<file path="src/rtl/mem_ctrl.sv">
// Memory-stage controller: decodes loads/stores, runs one request/ack bus
// transaction per access with an ack timeout, and forms the writeback result.
module mem_ctrl #(
  parameter int ACK_TIMEOUT = 16
) (
  input  logic        clk,
  input  logic        rst,
  input  logic [4:0]  mem_wd,
  input  logic        mem_wreg,
  input  logic [31:0] mem_wdata,
  input  logic [3:0]  mem_op,
  input  logic [31:0] mem_addr,
  input  logic [31:0] mem_sdata,
  output logic        bus_req,
  output logic        bus_we,
  output logic [31:0] bus_addr,
  output logic [3:0]  bus_sel,
  output logic [31:0] bus_wdata,
  input  logic [31:0] bus_rdata,
  input  logic        bus_ack,
  output logic        stall_req,
  output logic [4:0]  wb_wd,
  output logic        wb_wreg,
  output logic [31:0] wb_wdata,
  output logic        exc_align,
  output logic        bus_err
);

  localparam int CNT_W = (ACK_TIMEOUT > 1) ? $clog2(ACK_TIMEOUT) : 1;
  localparam logic [CNT_W-1:0] CNT_LAST = CNT_W'(ACK_TIMEOUT - 1);

  typedef enum logic [3:0] {
    OP_NONE = 4'd0,
    OP_LB   = 4'd1,
    OP_LBU  = 4'd2,
    OP_LH   = 4'd3,
    OP_LHU  = 4'd4,
    OP_LW   = 4'd5,
    OP_SB   = 4'd6,
    OP_SH   = 4'd7,
    OP_SW   = 4'd8
  } op_t;

  typedef enum logic [1:0] {
    SZ_BYTE = 2'd0,
    SZ_HALF = 2'd1,
    SZ_WORD = 2'd2
  } size_t;

  typedef enum logic {
    IDLE = 1'b0,
    BUS  = 1'b1
  } state_t;

  state_t           state;
  state_t           state_next;
  logic [CNT_W-1:0] wait_cnt;

  logic        is_load;
  logic        is_store;
  logic        is_mem;
  logic        sign_ext;
  size_t       size;
  logic        misaligned;
  logic [3:0]  sel_calc;
  logic [31:0] store_data;
  logic [7:0]  byte_val;
  logic [15:0] half_val;
  logic [31:0] load_result;
  logic        timeout_hit;

  // Operation decode; opcodes 9-15 fall through as no memory access.
  always_comb begin
    is_load  = 1'b0;
    is_store = 1'b0;
    sign_ext = 1'b0;
    size     = SZ_WORD;
    case (mem_op)
      OP_LB:   begin is_load  = 1'b1; size = SZ_BYTE; sign_ext = 1'b1; end
      OP_LBU:  begin is_load  = 1'b1; size = SZ_BYTE; end
      OP_LH:   begin is_load  = 1'b1; size = SZ_HALF; sign_ext = 1'b1; end
      OP_LHU:  begin is_load  = 1'b1; size = SZ_HALF; end
      OP_LW:   begin is_load  = 1'b1; size = SZ_WORD; end
      OP_SB:   begin is_store = 1'b1; size = SZ_BYTE; end
      OP_SH:   begin is_store = 1'b1; size = SZ_HALF; end
      OP_SW:   begin is_store = 1'b1; size = SZ_WORD; end
      default: ;
    endcase
  end

  assign is_mem     = is_load | is_store;
  assign misaligned = is_mem &&
                      (((size == SZ_HALF) && mem_addr[0]) ||
                       ((size == SZ_WORD) && (mem_addr[1:0] != 2'b00)));

  // Byte lanes are big-endian: the lowest byte address sits in bits [31:24].
  always_comb begin
    sel_calc   = 4'b1111;
    store_data = mem_sdata;
    case (size)
      SZ_BYTE: begin
        sel_calc   = 4'b1000 >> mem_addr[1:0];
        store_data = {4{mem_sdata[7:0]}};
      end
      SZ_HALF: begin
        sel_calc   = mem_addr[1] ? 4'b0011 : 4'b1100;
        store_data = {2{mem_sdata[15:0]}};
      end
      default: ;
    endcase
    if (!is_store) store_data = 32'h0;
  end

  always_comb begin
    byte_val = bus_rdata[31:24];
    case (mem_addr[1:0])
      2'd0:    byte_val = bus_rdata[31:24];
      2'd1:    byte_val = bus_rdata[23:16];
      2'd2:    byte_val = bus_rdata[15:8];
      default: byte_val = bus_rdata[7:0];
    endcase
    half_val = mem_addr[1] ? bus_rdata[15:0] : bus_rdata[31:16];
    case (size)
      SZ_BYTE: load_result = sign_ext ? {{24{byte_val[7]}}, byte_val} : {24'h0, byte_val};
      SZ_HALF: load_result = sign_ext ? {{16{half_val[15]}}, half_val} : {16'h0, half_val};
      default: load_result = bus_rdata;
    endcase
  end

  assign timeout_hit = (state == BUS) && !bus_ack && (wait_cnt == CNT_LAST);

  always_ff @(posedge clk or negedge rst) begin
    if (!rst) state <= IDLE;
    else      state <= state_next;
  end

  // The final timeout cycle releases the stall so upstream can advance.
  always_comb begin
    state_next = state;
    stall_req  = 1'b0;
    case (state)
      IDLE: begin
        if (is_mem && !misaligned) begin
          stall_req  = 1'b1;
          state_next = BUS;
        end
      end
      BUS: begin
        if (bus_ack || timeout_hit) state_next = IDLE;
        else                        stall_req  = 1'b1;
      end
      default: state_next = IDLE;
    endcase
  end

  always_ff @(posedge clk or negedge rst) begin
    if (!rst) begin
      bus_req   <= 1'b0;
      bus_we    <= 1'b0;
      bus_addr  <= 32'h0;
      bus_sel   <= 4'h0;
      bus_wdata <= 32'h0;
      wb_wd     <= 5'h0;
      wb_wreg   <= 1'b0;
      wb_wdata  <= 32'h0;
      exc_align <= 1'b0;
      bus_err   <= 1'b0;
      wait_cnt  <= '0;
    end else begin
      exc_align <= 1'b0;
      bus_err   <= 1'b0;
      case (state)
        IDLE: begin
          if (!is_mem) begin
            wb_wd    <= mem_wd;
            wb_wreg  <= mem_wreg;
            wb_wdata <= mem_wdata;
          end else if (misaligned) begin
            exc_align <= 1'b1;
            wb_wd     <= 5'h0;
            wb_wreg   <= 1'b0;
            wb_wdata  <= 32'h0;
          end else begin
            bus_req   <= 1'b1;
            bus_we    <= is_store;
            bus_addr  <= {mem_addr[31:2], 2'b00};
            bus_sel   <= sel_calc;
            bus_wdata <= store_data;
            wait_cnt  <= '0;
            wb_wd     <= 5'h0;
            wb_wreg   <= 1'b0;
            wb_wdata  <= 32'h0;
          end
        end
        BUS: begin
          if (bus_ack || timeout_hit) begin
            bus_req   <= 1'b0;
            bus_we    <= 1'b0;
            bus_addr  <= 32'h0;
            bus_sel   <= 4'h0;
            bus_wdata <= 32'h0;
          end
          if (bus_ack) begin
            wb_wd    <= mem_wd;
            wb_wreg  <= mem_wreg;
            wb_wdata <= is_load ? load_result : mem_wdata;
          end else if (timeout_hit) begin
            bus_err  <= 1'b1;
            wb_wd    <= 5'h0;
            wb_wreg  <= 1'b0;
            wb_wdata <= 32'h0;
          end else begin
            wait_cnt <= wait_cnt + 1'b1;
            wb_wreg  <= 1'b0;
          end
        end
        default: ;
      endcase
    end
  end

endmodule

</file>
<file path="config.mk">
export PLATFORM = sky130hd
export DESIGN_NAME = mem_ctrl
export DESIGN_NICKNAME = d
export VERILOG_FILES = /design/src/rtl/mem_ctrl.sv
export SDC_FILE = /design/constraint.sdc
export NUM_CORES = 1
export LEC_CHECK = 0
export BUFFER_PORTS_ARGS = -buffer_cell sky130_fd_sc_hd__buf_4
export CAP_MARGIN = 0
export CORE_MARGIN = 1
export CORE_UTILIZATION = 32
export DETAILED_ROUTE_END_ITERATION = 8
export PLACE_DENSITY = 0.57
export SYNTH_ARGS = -nofsm -noshare
export SYNTH_HDL_FRONTEND = slang
export SYNTH_SLANG_ARGS = --single-unit
</file>
<file path="constraint.sdc">
create_clock -name clk -period 2.6 [get_ports clk]
set_clock_uncertainty 0.15 [all_clocks]
set_input_delay 0.26 -clock clk [delete_from_list [all_inputs] [get_ports clk]]
set_output_delay 0.26 -clock clk [all_outputs]
set_load 0.02 [all_outputs]
</file>
# Word level (Yosys, flattened, before mapping)
# Cells that the tools add are included.
[op_classes]
n_mux = 57
bitwise_logic = 2
reduce_logical = 20
shift = 1
addsub = 1
n_eq_ne = 19
[ops]
columns = ["op", "n"]
rows = [
  ["$mux 32", 12],
  ["$pmux 32 s2", 5],
  ["$mux 4", 8],
  ["$pmux 4 s2", 3],
  ["$pmux 8 s3", 1],
  ["$mux 1", 18],
  ["$eq 4x3->1 const B", 4],
  ["$mux 16", 1],
  ["$mux 5", 3],
  ["$pmux 5 s2", 1],
  ["$reduce_or 3->1", 3],
  ["$eq 4x2->1 const B", 2],
  ["$eq 4x4->1 const B", 2],
  ["$ne 2x2->1 const B", 4],
  ["$pmux 1 s2", 4],
  ["$logic_and 1x1->1", 6],
  ["$reduce_or 5->1", 1],
  ["$add 4x1->4 const B", 1],
  ["$eq 2x1->1 const B", 2],
  ["$eq 2x2->1 const B", 2],
  ["$eq 4x1->1 const B", 1],
  ["$logic_not 2->1", 2],
  ["$pmux 2 s2", 1],
  ["$reduce_and 4->1", 1],
  ["10 further kinds", 12],
]
[word_totals]
out_inout_bits = 111
ff_bits = 115
wordCells = 112
input_bits = 141

# Logic depth before layout (Yosys ltp)
[depth]
depth_word = 11
mapped_depth = 9
mapped_depth_nobuf = 6

# Worst setup path after synthesis
# Ideal clock, no wire load.
[synth_timing]
path_type = "input to output"
from = "input port mem_op[1]"
to = "output port stall_req"
path_buffers = 3
t_arrival_ps = 1567
t_required_ps = 2190
cell_stages = 7
path_slack_ps = 623
path_cell_list = "buf_6 -> buf_2 -> o31a_1 -> nor3_1 -> and2b_1 -> buf_2 -> or2_1"
[synth_via]
elab_chain_len = 11
word_cells_on_any_way = 26
cone_classes = "10 x eq/ne; 5 x mux; 1 x bitwise; 10 x reduce/logical"
[synth_rtl]
columns = ["item", "line", "text"]
rows = [
  ["start: declaration", "11", "input logic [3:0] mem_op,"],
  ["$eq 4x3->1 (tied with other cells)", "78", "case (mem_op)"],
  ["$reduce_or 3->1 (no source line)", "-", ""],
  ["$pmux 2 s2", "78", ""],
  ["$eq 2x1->1 / $eq 2x2->1 (equally long branches)", "93, 94", ""],
  ["$logic_and 1x1->1, on equally long branches", "93, 94", ""],
  ["$logic_or 1x1->1", "93", "(((size == SZ_HALF) && mem_addr[0]) ||"],
  ["$logic_and 1x1->1", "92", "assign misaligned = is_mem &&"],
  ["$logic_not 1->1", "143", "if (is_mem && !misaligned) begin"],
  ["$logic_and 1x1->1 *", "143", ""],
  ["$mux 1 *", "143", ""],
  ["$pmux 1 s2 *", "141", "case (state)"],
  ["end: declaration", "21", "output logic stall_req,"],
]
# Every way passes the cells marked *; elsewhere a longest branch is shown, timed or not.

# Final worst setup path
[layout_timing]
from = "register state"
to = "output port stall_req"
[layout_via]
elab_chain_len = 5
word_cells_on_any_way = 6
cone_classes = "2 x mux; 1 x bitwise; 3 x reduce/logical"
[layout_rtl]
columns = ["item", "line", "text"]
rows = [
  ["start: declaration", "55", "state_t state;"],
  ["start signal: assignment", "134", "else state <= state_next;"],
  ["$logic_and 1x1->1 (2 in a row)", "130", "assign timeout_hit = (state == BUS) && !bus_ack && (wait_cnt == CNT_LAST);"],
  ["$logic_or 1x1->1", "149", "if (bus_ack || timeout_hit) state_next = IDLE;"],
  ["$mux 1", "149", ""],
  ["$pmux 1 s2 *", "141", ""],
]
# Marked as above.

==> flow_metrics.py <==
metrics = {
    "outcome": {
        "outcome": "finished, final reports clean",
    },
    "clock_network": {
        "cts_tree": "built",
        "cts.reportedPaths.clkPinSlew_ps": 50,
        "clock-sinks": 113,
        "clock_latency_ps": 400,
        "cts_buffers": 17,
        "htreeDepth": 4,
        "cts-root-buf": "clkbuf_16",
        "clockBufferDepth": 2,
    },
    "logic_synthesis": {
        "synth-edff-count": 0,
        "ys_seq_area_frac": 0.505,
        "postSynth.asyncResetShare": 1.00,
        "ys_warn_count": 0,
        "yosysTopAreaCell": "dfrtp_1",
        "yosys_most_used_dff": "dfrtp_1",
        "avgSynthCellArea_um2": 11.1,
        "synth_top_area_frac": 0.505,
        "syn_inst": 506,
        "ys_types": 62,
        "synthTopCellsByArea": "dfrtp_1 51%, a22o_1 6.1%, a22oi_1 3.4%, mux2i_1 3.2%, mux4_2 3.2%",
        "yosys_register_bits": 113,
        "syn-cell-area_um2": 5600,
    },
    "final_layout": {
        "drive_above_1_share": 0.401,
        "antenna_cells": 0,
        "fin_nets": 969,
        "syn_to_final_growth_pct": 62.2,
    },
    "route": {
        "routed_via_density": 5.20,
        "final_antenna_net_count": 0,
        "dr.first_iter.drc_count": 303,
        "totalWireLength_mm": 19.9,
        "drc_errors": 0,
        "vias": 5514,
        "wl_per_cell_um": 18.8,
        "dr.pass1.iters": 6,
    },
    "timing": {
        "timing.final.hold_violations": 0,
        "maxSlewHeadroom": 0.303,
        "max_freq_ghz": 0.430,
        "post-route-period-util": 0.895,
        "worstMarginPinSlew_ps": 1040,
        "slew_viol_final": 0,
        "setup_tns_ps": 0,
        "rsz0062_at_grt": "false",
        "layout_min_cycle_time_ps": 2330,
        "setup_viol": 0,
    },
    "pwr": {
        "powerDensity_nw_per_um2": 715,
        "p_switching_mw": 1.92,
        "ir_drop_uv": 473,
        "clockPowerShare": 0.389,
        "comb_power_share": 0.273,
        "p_seq_frac": 0.337,
        "finalPower_mw": 6.49,
        "swShare": 0.295,
        "p_int_mw": 4.57,
        "p_leak_nw": 4.43,
    },
    "floorplan": {
        "rows": 47,
        "die_area_um2": 18000,
        "core-area_um2": 16800,
        "die_w_um": 134,
        "io_pins": 252,
        "start_util": 0.333,
        "die_h_um": 134,
    },
    "place": {
        "port_buffers": 249,
        "gp_congestion": 0.841,
        "hpwl_mm": 14.3,
    },
    "setup_path": {
        "cp-start-kind": "flop",
        "cp.required_ps": 2190,
        "cp_max_fo": 7,
        "path_class": "reg -> out",
        "worstPathArrival_ps": 1920,
        "end_kind": "primary output",
    },
    "worst_hold_path": {
        "min_path_type": "in -> reg",
    },
    "global_routing": {
        "grt_pass1_wl_mm": 30.7,
        "overflow": 0,
        "grt_usage": 0.223,
        "grt_max_degree": 45,
        "antenna_found_initial": 0,
        "grt_pass1_vias": 5668,
    },
    "run": {
        "maxCapViolations": 0,
    },
}
==> stage by stage <==
step | instance area, um2 | utilization | worst slack [ps] | std cells | hold WS, ps
3_3_place_gp | 7680 | 0.457 | 264 | 953 | 119
3_5_place_dp | 7680 | 0.457 | 181 | 953 | 135
6_report | 9080 | 0.540 | 272 | 1060 | 21.1
2_1_floorplan | 5600 | - | 623 | 507 | -186
4_1_cts | 9080 | 0.540 | 107 | 1060 | 0.420
5_1_grt | 9080 | 0.540 | 103 | 1060 | 19.2
==> cells in the final DEF (no fill, tap or decap), types with 17 or more instances in the layout <==
| cell | netlist | layout |
|---|---|---|
| a21oi_1 | 18 | 18 |
| a22o_1 | 39 | 39 |
| a22oi_1 | 25 | 25 |
| buf_4 | 8 | 265 |
| clkbuf_16 | 0 | 17 |
| dfrtp_1 | 113 | 113 |
| dlygate4sd3_1 | 0 | 75 |
| mux2i_1 | 18 | 18 |
| nand2_1 | 31 | 31 |
| nor2_1 | 45 | 45 |
| o21ai_0 | 28 | 28 |
==> Yosys cell counts, drive strengths merged (2+ instances only) <==
cell and n:
nand3 4, inv 11, nor2b 5, buf 31, or2 2, nor2 46
nor3b 2, o211ai 2, o22ai 8, a22o 39, a222oi 9, nand2 31
clkbuf 11, a211oi 2, a221oi 7, mux2i 18, mux2 24, nor3 13
dfrtp 113, mux4 8, and2 12, nand2b 3, a21o 5, o21ai 29
a22oi 25, xor2 2, a21oi 22
==> power by group through the flow <==
stage / Clock, mW / Combinational, mW / Sequential, mW
2_1_floorplan: 0 / 0.615 / 2.48
3_3_place_gp: 0 / 1.67 / 2.21
3_5_place_dp: 0 / 1.69 / 2.21
4_1_cts: 2.57 / 1.78 / 2.19
5_1_grt: 2.67 / 1.90 / 2.22
6_report: 2.53 / 1.77 / 2.19
==> registers in the layout, summed over array words and instances (netlist names), 4 cells and up <==
| signal | cells |
|---|---|
| wb_wd | 5 |
| bus_addr | 30 |
| bus_sel | 4 |
| wait_cnt | 4 |
| bus_wdata | 32 |
| wb_wdata | 32 |
==> path summary, 6_finish.rpt <==
path / from / slack [ps] / depth (start not counted) / endpoint
worst min register to register: bus_req$_DFFE_PN0P_ / 330 / 1 / bus_req$_DFFE_PN0P_
worst max-delay path: state$_DFF_PN0_ / 270 / 4 / stall_req
min in group asynchronous: rst / 240 / 2 / wb_wd[1]$_DFFE_PN0P_
max in group asynchronous: rst / 1250 / 3 / wb_wdata[0]$_DFFE_PN0P_
worst max register to register: state$_DFF_PN0_ / 310 / 4 / wb_wdata[12]$_DFFE_PN0P_
worst min-delay path: bus_rdata[27] / 20 / 3 / wb_wdata[27]$_DFFE_PN0P_
==> kinds of logic (layout without fill, tap and decap cells) <==
| group | count (synthesis) | in the layout | share of synthesized area |
|---|---|---|---|
| fa+ha+maj | 1 | 1 | 0.00223 |
| xor+xnor | 3 | 3 | 0.00469 |
| other cells | 1 | 2 | 0.000670 |
| mux | 50 | 50 | 0.113 |
| flops | 113 | 113 | 0.505 |
| compound gates | 159 | 159 | 0.213 |
| buf+inv | 53 | 386 | 0.0527 |
| simple gates | 126 | 126 | 0.109 |
==> worst max-delay path: stages, from the launching register on <==
cell,delay (ps)
dfrtp_1,500
nor2b_1,340
and2_2,320
or2_1,190
buf_4,170
==> cell type report <==
cell class,count,area [um2]
multi-input combinational,341,2490
clock inverter,8,150
inverter,11,41.3
sequential,113,2830
clock buffer,24,492
timing repair buffer,343,2800
fill,1530,7740
tap,220,275
==> repair_timing <==
item	CTS	global route
gates resized for setup	0	1
setup buffers	0	0
hold endpoints to repair	108	0
setup endpoints to repair	0	1
hold buffers	75	0
==> metal layers <==
metal / share of wire / vias up / routed length, um / GRT usage
met4: 0.018 / 0 / 367 / 0.0774
met1: 0.40 / 2679 / 8020 / 0.268
met2: 0.49 / 289 / 9740 / 0.379
li1: - / 2518 / - / -
met3: 0.090 / 28 / 1780 / 0.0680
met5: 0 / - / 0 / 0
Power figures use the tool's default switching activity.
